<file path="config.mk">
export PLATFORM = sky130hd
export DESIGN_NAME = pipeline_hazard_ctrl
export DESIGN_NICKNAME = d
export VERILOG_FILES = /design/src/rtl/pipeline_pkg.sv /design/src/rtl/hazard_detect.sv /design/src/rtl/pipeline_hazard_ctrl.sv
export SDC_FILE = /design/constraint.sdc
export NUM_CORES = 1
export LEC_CHECK = 0
export CAP_MARGIN = 20
export CORE_MARGIN = 2
export CORE_UTILIZATION = 48
export DETAILED_ROUTE_END_ITERATION = 6
export PLACE_DENSITY = 0.8
export SYNTH_ARGS = -nofsm -noshare
export SYNTH_HDL_FRONTEND = slang
export SYNTH_HIERARCHICAL = 1
export SYNTH_SLANG_ARGS = --single-unit
</file>
<file path="constraint.sdc">
create_clock -name clk -period 3.33 [get_ports clk]
set_clock_uncertainty 0.05 [all_clocks]
set_input_delay 0.999 -clock clk [delete_from_list [all_inputs] [get_ports clk]]
set_output_delay 0.999 -clock clk [all_outputs]
set_load 0.02 [all_outputs]
</file>
<file path="src/rtl/pipeline_pkg.sv">
// ============================================================================
// pipeline_pkg : shared types and constants for the pipeline sequencer
// Rev 1.0
// ============================================================================
`default_nettype none

package pipeline_pkg;

  localparam int NB_ADDR = 5;
  localparam int unsigned REG_ZERO = 0;

  typedef enum logic [1:0] {
    IDLE   = 2'd0,
    RUN    = 2'd1,
    STEP   = 2'd2,
    HALTED = 2'd3
  } state_e;

endpackage

`default_nettype wire

</file>
<file path="src/rtl/hazard_detect.sv">
// ============================================================================
// hazard_detect : combinational load-use hazard between ID and a load in EX
// Rev 1.0
// ============================================================================
`default_nettype none

module hazard_detect
  import pipeline_pkg::*;
#(
  parameter int NB_ADDR = pipeline_pkg::NB_ADDR
) (
  input  logic [NB_ADDR-1:0] i_id_rs_addr,
  input  logic [NB_ADDR-1:0] i_id_rt_addr,
  input  logic               i_id_uses_rt,
  input  logic [NB_ADDR-1:0] i_ex_rt_addr,
  input  logic               i_ex_MemRead,
  output logic               o_luh
);

  logic w_rs_match;
  logic w_rt_match;
  logic w_dst_live;

  // A load into $zero never produces a value worth waiting for.
  assign w_dst_live = (i_ex_rt_addr != NB_ADDR'(REG_ZERO));
  assign w_rs_match = (i_ex_rt_addr == i_id_rs_addr);
  assign w_rt_match = i_id_uses_rt & (i_ex_rt_addr == i_id_rt_addr);
  assign o_luh      = i_ex_MemRead & w_dst_live & (w_rs_match | w_rt_match);

endmodule

`default_nettype wire

</file>
<file path="src/rtl/pipeline_hazard_ctrl.sv">
// ============================================================================
// pipeline_hazard_ctrl : run/step/halt sequencer, stall/flush control, counters
// Rev 1.0
// ============================================================================
`default_nettype none

module pipeline_hazard_ctrl
  import pipeline_pkg::*;
#(
  parameter int NB_ADDR = pipeline_pkg::NB_ADDR,
  parameter int NB_CNT  = 32
) (
  input  logic               clk,
  input  logic               rst,
  input  logic               i_run,
  input  logic               i_step,
  input  logic               i_halt_wb,
  input  logic [NB_ADDR-1:0] i_id_rs_addr,
  input  logic [NB_ADDR-1:0] i_id_rt_addr,
  input  logic               i_id_uses_rt,
  input  logic [NB_ADDR-1:0] i_ex_rt_addr,
  input  logic               i_ex_MemRead,
  input  logic               i_branch_taken,
  input  logic               i_jump,
  output logic               o_pc_en,
  output logic               o_if_id_en,
  output logic               o_if_id_flush,
  output logic               o_id_ex_en,
  output logic               o_id_ex_bubble,
  output logic               o_ex_mem_en,
  output logic               o_mem_wb_en,
  output logic [1:0]         o_state,
  output logic [NB_CNT-1:0]  o_cycle_cnt,
  output logic [NB_CNT-1:0]  o_stall_cnt
);

  state_e            state_q, state_d;
  logic [NB_CNT-1:0] cycle_q, cycle_d;
  logic [NB_CNT-1:0] stall_q, stall_d;
  logic              w_adv;
  logic              w_luh;

  hazard_detect #(
    .NB_ADDR (NB_ADDR)
  ) u_hazard_detect (
    .i_id_rs_addr (i_id_rs_addr),
    .i_id_rt_addr (i_id_rt_addr),
    .i_id_uses_rt (i_id_uses_rt),
    .i_ex_rt_addr (i_ex_rt_addr),
    .i_ex_MemRead (i_ex_MemRead),
    .o_luh        (w_luh)
  );

  always_ff @(posedge clk or posedge rst) begin
    if (rst) begin
      state_q <= IDLE;
      cycle_q <= '0;
      stall_q <= '0;
    end else begin
      state_q <= state_d;
      cycle_q <= cycle_d;
      stall_q <= stall_d;
    end
  end

  always_comb begin
    state_d = state_q;
    w_adv   = 1'b0;
    case (state_q)
      IDLE: begin
        if (i_run)       state_d = RUN;
        else if (i_step) state_d = STEP;
      end
      RUN: begin
        w_adv = 1'b1;
        if (i_halt_wb)   state_d = HALTED;
        else if (!i_run) state_d = IDLE;
      end
      // A step is a single advance; a held i_step is not re-armed here.
      STEP: begin
        w_adv   = 1'b1;
        state_d = i_halt_wb ? HALTED : IDLE;
      end
      default: state_d = HALTED;
    endcase

    cycle_d = w_adv ? cycle_q + 1'b1 : cycle_q;
    stall_d = (w_adv & w_luh) ? stall_q + 1'b1 : stall_q;
  end

  // A stalled branch is re-evaluated next cycle, so the stall suppresses the flush.
  assign o_pc_en        = w_adv & ~w_luh;
  assign o_if_id_en     = w_adv & ~w_luh;
  assign o_if_id_flush  = w_adv & ~w_luh & (i_branch_taken | i_jump);
  assign o_id_ex_en     = w_adv;
  assign o_id_ex_bubble = w_adv & w_luh;
  assign o_ex_mem_en    = w_adv;
  assign o_mem_wb_en    = w_adv;
  assign o_state        = state_q;
  assign o_cycle_cnt    = cycle_q;
  assign o_stall_cnt    = stall_q;

endmodule

`default_nettype wire

</file>
==> summary.md, run 1 <==
| Metric | Value |
|---|---|
| DRT iter0 DRCs | `73` |
| Final Hold Vio Count | `0` |
| DRC | `0` |
| Cell variety after synth | `38` |
| Die height | `87.0 um` |
| Syn Inst Count | `297` |
| Wirelength per Cell | `14.9 um` |
| Grt total ovfl | `0` |
| Die Wd | `87.0 um` |
| Seq/Total Area, Yosys | `49.9%` |
| Syn nets | `326` |
| Final instance area | `4620 um2` |
| FMAX | `302 MHz` |
| CTS Buffer Depth | `2` |
| Final Wtd Congestion | `0.859` |
| Leak Pwr | `2.12 nW` |
| First-pass GRT wire length | `12.3 mm` |
| Critical Path Fanout Max | `3` |
| Vias | `2601` |
| Fin crit period | `3.31 ns` |
| H-Tree Level Count | `3` |
| Core area | `6720 um2` |
| Mapped Area | `3310 um2` |
| CTS Buf Count | `9` |
| Dpl ws | `-0.869 ns` |
| Max VDD drop | `0.813 mV` |
| Num rows | `30` |
| Commonest non-fill, non-tap cell in the layout | `clkdlybuf4s50_1` |
| Top_reg_cell synth | `dfrtp_1` |
| # clock sinks | `66` |
| Max Cap Viol | `0` |
| Final Slew Violations | `0` |
| DRT Wirelength | `7.40 mm` |
| Total GRT Usage | `20.6%` |
| PD cells | `519 nW/um2` |
| Synth warn | `6` |
| DP Cell Count | `473` |
| Slew @ Worst Pin | `0.514 ns` |
| ANT cells | `0` |
| Detail Route Antenna Nets | `0` |
| Run status | `finished, final reports clean` |
| Min-delay worst type | `flip-flop to flip-flop` |
| Die Area | `7580 um2` |
| Clock-pin slew on the worst setup and hold paths | `0.07 ns` |
| TritonCTS clock tree | `built` |
| Crit path launch type | `primary input` |
| Min setup slack post-route | `0.0169 ns` |
| CP required | `2.28 ns` |
| Critical Path AT | `2.26 ns` |
| Fraction of layout cells with a size suffix above 1 | `15.9%` |
| CP endpoint kind | `primary output` |
| I/O pin total | `97` |
| FFs w/ async S/R, synth | `100%` |
| HPWL after DPL | `5.41 mm` |
| Final setup vio count | `0` |
| Largest net degree at the start of global routing | `44` |
| Drt pass-1 iters | `4` |
| # fillers | `501` |
| Vias in the first global route | `2585` |
| Initial antenna violation count | `0` |
| Post-DP Area | `4390 um2` |
| Syn Area/Cell | `11.1 um2` |
| Fin crit share | `99.5%` |
| Number of port buffers | `96` |
| Non-Filler Instances | `496` |
| Clk_lat worst skew | `0.33 ns` |
| Slew margin rel. | `65.7%` |
| #FFs+latches synth | `66` |
| Synth-to-layout area growth | `39.6%` |
| Initial core utilization | `49.3%` |
| Tightest hold margin | `0.417 ns` |
| Post-synth EDFFs | `0` |
| RSZ-0062 raised after global routing | `true` |
| Nets | `441` |
| Clock root buffer | `clkbuf_8` |
| Routed vias/inst | `5.24` |
| Crit Path Class | `primary input to primary output` |
| Most frequent cells in the layout | `79 x clkdlybuf4s50_1, 66 x dfrtp_1, 40 x xnor2_1, 31 x xor2_1, 27 x nand2_1` |
flip-flops by register name, summed over array words and instances (netlist names):
register	flops
o_cycle_cnt	32
o_stall_cnt	32
o_state	2
kinds of logic (layout without fill, tap and decap cells):
logic type | Yosys count | after routing | synth area share, %
flip-flops | 66 | 66 | 49.9
adder cells (fa/ha/maj) | 5 | 5 | 1.89
AND/OR/NAND/NOR | 128 | 128 | 24.2
AO/OA/AOI/OAI | 8 | 8 | 1.47
XOR/XNOR | 72 | 72 | 19.1
buffers and inverters | 16 | 135 | 2.84
multiplexers | 2 | 2 | 0.680
routing by layer:
| metal | GRT usage [%] | up-vias | wire length (um) |
|---|---|---|---|
| met1 | 26.0 | 1266 | 3260 |
| met3 | 4.64 | 12 | 366 |
| met2 | 33.8 | 74 | 3630 |
| met4 | 9.38 | 0 | 150 |
| li1 | - | 1249 | - |
| met5 | 0 | - | 0 |
synth_stat cells (3+ instances only):
cell      n  area, um2
nor3_2    4       40.0
inv_1     7       26.3
and3_1   10       62.6
nand2_1  27        101
nor2_1   13       48.8
nor4_2    3       37.5
and4_1   10       87.6
xnor2_1  40        350
and2_1    4       25.0
buf_4     4       30.0
xor2_1   32        280
ha_1      5       62.6
nand4_1  13       81.3
dfrtp_1  66       1650
nor3_1    9       45.0
nand4_4   4       85.1
nand3_1  19       95.1
worst paths after layout:
kind                       depth (start not counted)               to  slack (ns)             from
setup / recovery                                   7    o_if_id_flush        0.02  i_ex_rt_addr[4]
hold / removal                                     1  o_stall_cnt[31]        0.42  o_stall_cnt[31]
setup reg to reg                                  13   o_stall_cnt[1]        0.84       o_state[0]
hold reg to reg                                    1  o_stall_cnt[31]        0.42  o_stall_cnt[31]
max in group asynchronous                          3  o_cycle_cnt[15]        1.66              rst
min in group asynchronous                          2  o_stall_cnt[18]        0.97              rst
power by group:
part,switching [W],internal [W]
logic,0.000409,0.000382
clock network,0.000285,0.000360
registers,0.0000941,0.000868
through the flow:
| stage | utilization [%] | power, W | TNS, ns |
|---|---|---|---|
| floorplan | - | 0.00148 | 0 |
| global route | 68.8 | 0.00252 | -0.0692 |
| global placement | 65.3 | 0.00177 | -5.53 |
| finish | 68.8 | 0.00240 | 0 |
| detailed placement | 65.3 | 0.00179 | -7.69 |
| CTS | 68.7 | 0.00242 | 0 |
area by class of cell:
class	count	area (um2)	share of cell area [%]
Tap cell	80	100	2.17
Clock inverter	3	40.0	0.867
Sequential cell	66	1650	35.8
Multi-Input combinational cell	215	1590	34.5
Clock buffer	12	145	3.14
Inverter	7	26.3	0.569
Timing Repair Buffer	113	1060	23.0
worst max-delay path, stage by stage:
cell and delay, ns:
buf_2 0.12, or4_4 0.52, o21ai_4 0.15, a21oi_2 0.07, nor2b_2 0.14, o21a_1 0.15
buf_6 0.11
repair_timing:
item,4_1_cts,5_1_grt
pin swaps,9,8
resized for setup,52,12
setup endpoints to repair,4,5
buffers inserted,8,0
hold buffers,0,0
(Power assumes the default switching activity.)
==> run 2: changes to the inputs <==
==> constraint.sdc (replaced) <==
create_clock -name clk -period 3.7 [get_ports clk]
set_clock_uncertainty 0.05 [all_clocks]
set_input_delay 1.11 -clock clk [delete_from_list [all_inputs] [get_ports clk]]
set_output_delay 1.11 -clock clk [all_outputs]
set_load 0.02 [all_outputs]
==> run 2 against run 1 <==
  * Critical path depth rose by 1
  * First-iteration DRC count rose by 120%
  * Core utilization up 1.8 points
  * Critical path type unchanged
  * Flip-flop and latch count unchanged
  * Design area rose by 2.6%
  * Clock-buffer cell count rose by 1
  * Clock power increased by 4.2%
  * Worst setup slack improved by 0.063 ns
  * Non-clock buffer count did not move
==> summary.md, run 2 (synthesis gave the netlist of run 1 again) <==
| Metric | Value |
|---|---|
| Fin crit period | `3.62 ns` |
| Drt pass-1 iters | `4` |
| RSZ-0062 raised after global routing | `false` |
| DP Cell Count | `473` |
| Final Hold Vio Count | `0` |
| HP Start | `o_stall_cnt[31]` |
| Wirelength per Cell | `14.9 um` |
| Routed vias/inst | `5.35` |
| Crit Path Class | `primary input to primary output` |
| DRT Wirelength | `7.41 mm` |
| CTS Buffer Depth | `2` |
| First-pass GRT wire length | `11.9 mm` |
| Die Wd | `87.0 um` |
| Net switching power | `0.000720 W` |
| Run status | `finished, final reports clean` |
| Detail Route Antenna Nets | `0` |
| Final setup vio count | `0` |
| Commonest non-fill, non-tap cell in the layout | `clkdlybuf4s50_1` |
| CP required | `2.54 ns` |
| DRC | `0` |
| Die height | `87.0 um` |
| Worst path cell trace | `dlygate4sd2_1, xor2_1, nor4_2, nand3_1, a21oi_2, nor2b_2, o21a_1, buf_6` |
| Max Cap Viol | `0` |
| Min-delay worst type | `flip-flop to flip-flop` |
| Synth-to-layout area growth | `43.3%` |
| Reg2reg start | `o_state[0]` |
| CTS Buf Count | `9` |
| Largest net degree at the start of global routing | `67` |
| CP endpoint kind | `primary output` |
| Max VDD drop | `0.432 mV` |
| Num rows | `30` |
| # hold bufs at CTS | `0` |
| H-Tree Level Count | `3` |
| Most frequent cells in the layout | `81 x clkdlybuf4s50_1, 66 x dfrtp_1, 40 x xnor2_1, 32 x xor2_1, 27 x nand2_1` |
| Internal | `0.00154 W` |
| Critical Path Fanout Max | `3` |
| Final Util | `70.6%` |
| I/O pin total | `97` |
| Nets | `442` |
| Setup_tns | `0 ns` |
| Seq pwr share | `38.3%` |
| HPWL after DPL | `5.19 mm` |
| Clock root buffer | `clkbuf_8` |
| Worst path slowest cell | `dlygate4sd2_1` |
| TritonCTS clock tree | `built` |
| Vias | `2657` |
| Final Wtd Congestion | `0.824` |
| Leak Pwr | `2.19 nW` |
| Grt total ovfl | `0` |
| Sw frac | `31.9%` |
| Crit path from | `i_ex_rt_addr[3]` |
| Final Slew Violations | `0` |
| Critical Path AT | `2.46 ns` |
| Clock-pin slew on the worst setup and hold paths | `0.07 ns` |
| # clock sinks | `66` |
| Clk_lat worst skew | `0.33 ns` |
| Combinational power share | `32.0%` |
| Total GRT Usage | `19.8%` |
| DRT iter0 DRCs | `160` |
| Non-Filler Instances | `497` |
| Number of port buffers | `96` |
| Post-DP Area | `4380 um2` |
| Initial antenna violation count | `0` |
| Core area | `6720 um2` |
| Slew margin rel. | `68.7%` |
| Fin crit share | `97.8%` |
| Fraction of layout cells with a size suffix above 1 | `15.8%` |
| Vias in the first global route | `2534` |
| Worst path max stage delay | `0.26 ns` |
| ANT cells | `0` |
| Initial core utilization | `49.3%` |
| Clock Power Share | `29.8%` |
| FMAX | `276 MHz` |
| Slew @ Worst Pin | `0.469 ns` |
| Die Area | `7580 um2` |
| Final instance area | `4740 um2` |
| Crit path launch type | `primary input` |
| PD cells | `476 nW/um2` |
## run 2: changes by cell type in the layout (fill, tap and decap cells not counted), sizes merged, moves of 2 or more
cell	before	now
clkinv	2	0
clkdlybuf4s50	79	81
buf	26	21
clkdlybuf4s15	0	3
clkbuf	15	13
dlymetal6s2s	1	4
## run 2: worst paths after layout
kind                       slack, ns               to  cells past startpoint
min reg2reg                     0.42  o_stall_cnt[31]                      1
max in group asynchronous       2.19  o_cycle_cnt[12]                      3
min in group asynchronous       1.12  o_stall_cnt[21]                      3
min                             0.42  o_stall_cnt[31]                      1
max reg2reg                     1.51  o_cycle_cnt[27]                      7
max                             0.08    o_if_id_flush                      8
## run 2: layer usage
layer | up-vias | GRT usage, % | wire length [um]
met5 | - | 0 | 0
met4 | 0 | 8.66 | 104
met3 | 8 | 4.64 | 448
met2 | 97 | 31.9 | 3660
met1 | 1293 | 25.6 | 3200
li1 | 1259 | - | -
## run 2: worst max-delay path: cells and delay by family
family | cells | cell delay (ns)
compound gates | 2 | 0.33
xor+xnor | 1 | 0.17
buf+inv | 2 | 0.39
simple gates | 3 | 0.46
## run 2: layout make-up
cell class              count  area [um2]
well taps                  80         100
fillers                   485        1980
clock inverters             2        60.1
inverters                   7        26.3
flip-flops and latches     66        1650
multi-input cells         216        1650
repair buffers            113        1100
clock buffers              13         159
## run 2: through the flow
| stage | setup slack (ns) | total power [W] | hold WS [ns] |
|---|---|---|---|
| floorplan | 0.0415 | 0.00133 | 0.528 |
| global placement | -0.660 | 0.00160 | 0.405 |
| detailed placement | -0.720 | 0.00162 | 0.408 |
| CTS | 0.00158 | 0.00228 | 0.421 |
| global route | 0.00723 | 0.00237 | 0.436 |
| finish | 0.0799 | 0.00226 | 0.420 |
## run 2: power groups by stage
stage | Sequential [W] | Combinational (W) | Clock, W
floorplan | 0.000933 | 0.000397 | 0
global placement | 0.000877 | 0.000726 | 0
detailed placement | 0.000877 | 0.000739 | 0
CTS | 0.000866 | 0.000728 | 0.000684
global route | 0.000878 | 0.000778 | 0.000718
finish | 0.000864 | 0.000722 | 0.000672
## run 2: repair_timing
item	4_1_cts	5_1_grt
gates resized for setup	30	21
cloned	0	1
setup buffers	7	1
endpoints found under the hold margin	0	0
endpoints found under the setup margin	4	28
pin swaps	5	13
==> run 3: changes to the inputs <==
--- a/config.mk
+++ b/config.mk
@@ -10,6 +10,7 @@
 export CORE_UTILIZATION = 48
 export DETAILED_ROUTE_END_ITERATION = 6
 export PLACE_DENSITY = 0.8
+export RECOVER_POWER = 25
 export SYNTH_ARGS = -nofsm -noshare
 export SYNTH_HDL_FRONTEND = slang
 export SYNTH_HIERARCHICAL = 1
==> run 3 against run 2 <==
  * The flow now finishes with violations (capacitance limit, slew limit)
  * Die area did not move
  * Via count down 1.0%
  * Worst hold slack barely moved
  * Critical endpoint unchanged
  * Largest power group unchanged
==> summary.md, run 3 (synthesis gave the netlist of run 1 again) <==
| Metric | Value |
|---|---|
| DRT iter0 DRCs | `143` |
| Die height | `87.0 um` |
| Met2 routed WL | `3.63 mm` |
| CP required | `2.54 ns` |
| TritonCTS clock tree | `built` |
| I/O pin total | `97` |
| Vias in the first global route | `2534` |
| FMAX | `276 MHz` |
| Routed vias/inst | `5.29` |
| Reg2Reg Setup Slack | `1.52 ns` |
| Worst path max stage delay | `0.26 ns` |
| PD cells | `477 nW/um2` |
| DRC | `0` |
| Drt pass-1 iters | `4` |
| Clock-pin slew on the worst setup and hold paths | `0.07 ns` |
| Final Slew Violations | `67` |
| Critical Path Fanout Max | `3` |
| Number of port buffers | `96` |
| HPWL after DPL | `5.19 mm` |
| Die Wd | `87.0 um` |
| Dpl ws | `-0.720 ns` |
| Synth-to-layout area growth | `42.8%` |
| Final Wtd Congestion | `0.824` |
| Max Cap Viol | `1` |
| Most frequent cells in the layout | `80 x clkdlybuf4s50_1, 66 x dfrtp_1, 40 x xnor2_1, 32 x xor2_1, 27 x nand2_1` |
| Fin crit period | `3.62 ns` |
| Cell family with most CP delay | `simple AND/OR/NAND/NOR gates` |
| Die Area | `7580 um2` |
| Fraction of layout cells with a size suffix above 1 | `15.6%` |
| # hold bufs at CTS | `0` |
| # clock sinks | `66` |
| Slew margin rel. | `-6.99%` |
| Final setup vio count | `0` |
| Met3 Wirelength | `403 um` |
| Min setup slack post-route | `0.0799 ns` |
| Crit Path Class | `primary input to primary output` |
| Post-DP Area | `4380 um2` |
| Run status | `finished with violations` |
| Slew @ Worst Pin | `1.60 ns` |
| Worst path slowest cell | `dlygate4sd2_1` |
| Clk_lat worst skew | `0.33 ns` |
| Detail Route Antenna Nets | `0` |
| M1 WL | `3.29 mm` |
| Initial antenna violation count | `0` |
| # fillers | `486` |
| Setup_tns | `0 ns` |
| Nets | `442` |
| Worst path bufs/invs | `2` |
| CP endpoint kind | `primary output` |
| H-Tree Level Count | `3` |
| Final instance area | `4730 um2` |
| Core area | `6720 um2` |
| Worst path cell trace | `dlygate4sd2_1, xor2_1, nor4_2, nand3_1, a21oi_2, nor2b_2, o21a_1, buf_6` |
| CTS Buffer Depth | `2` |
| Violated checks | `capacitance limit, slew limit` |
| Leak Pwr | `2.19 nW` |
| Final Hold Vio Count | `0` |
| DRT Wirelength | `7.43 mm` |
| First-pass GRT wire length | `11.9 mm` |
| Max layer used | `met4` |
| Num rows | `30` |
| ANT cells | `0` |
| Vias | `2630` |
| Pwr Total | `0.00225 W` |
| Grt total ovfl | `0` |
| RSZ-0062 raised after global routing | `false` |
| Initial core utilization | `49.3%` |
| Wirelength per Cell | `15.0 um` |
| Commonest non-fill, non-tap cell in the layout | `clkdlybuf4s50_1` |
| Max VDD drop | `0.432 mV` |
| Min-delay worst type | `flip-flop to flip-flop` |
| CTS Buf Count | `9` |
| Crit path launch type | `primary input` |
| Clock root buffer | `clkbuf_8` |
| Largest net degree at the start of global routing | `67` |
| Critical Path AT | `2.46 ns` |
| Fin crit share | `97.8%` |
| Total GRT Usage | `19.8%` |
==> run 3: timing repair <==
action	CTS	global route
pin swaps	5	13
setup endpoints to repair	4	28
buffers inserted	7	1
gates cloned	0	1
gates resized for setup	30	21
==> run 3: where the power goes <==
| part | leakage, nW | switching, W | internal, W | total (W) |
|---|---|---|---|---|
| logic | 1.19 | 0.000378 | 0.000341 | 0.000718 |
| clock network | 0.110 | 0.000258 | 0.000414 | 0.000672 |
| registers | 0.888 | 0.0000831 | 0.000781 | 0.000864 |
==> run 3: worst paths after layout <==
check,start,to,depth (start not counted)
hold / removal,o_stall_cnt[31],o_stall_cnt[31],1
setup reg to reg,o_state[0],o_cycle_cnt[27],7
min in group asynchronous,rst,o_stall_cnt[21],3
setup / recovery,i_ex_rt_addr[3],o_if_id_flush,8
hold reg to reg,o_stall_cnt[31],o_stall_cnt[31],1
max in group asynchronous,rst,o_cycle_cnt[11],3
==> run 3: metrics by stage <==
| stage | hold slack [ns] | std cells | util, % |
|---|---|---|---|
| after floorplan | 0.528 | 297 | - |
| after global placement | 0.405 | 473 | 65.2 |
| after detailed placement | 0.408 | 473 | 65.2 |
| after CTS | 0.421 | 495 | 69.2 |
| after global routing | 0.436 | 497 | 70.3 |
| final | 0.420 | 497 | 70.3 |
==> run 3: cell type report <==
type | instances | area [um2] | share of cell area [%]
multi-input combinational | 216 | 1650 | 34.8
sequential | 66 | 1650 | 34.9
timing repair buffer | 113 | 1080 | 22.9
tap | 80 | 100 | 2.12
clock buffer | 13 | 159 | 3.36
inverter | 7 | 26.3 | 0.556
clock inverter | 2 | 60.1 | 1.27
==> run 3: per-layer routing <==
metal	global-route usage [%]	vias to the layer above
met5	0	-
met4	8.66	0
met3	4.64	8
met2	31.9	81
met1	25.6	1279
li1	-	1262
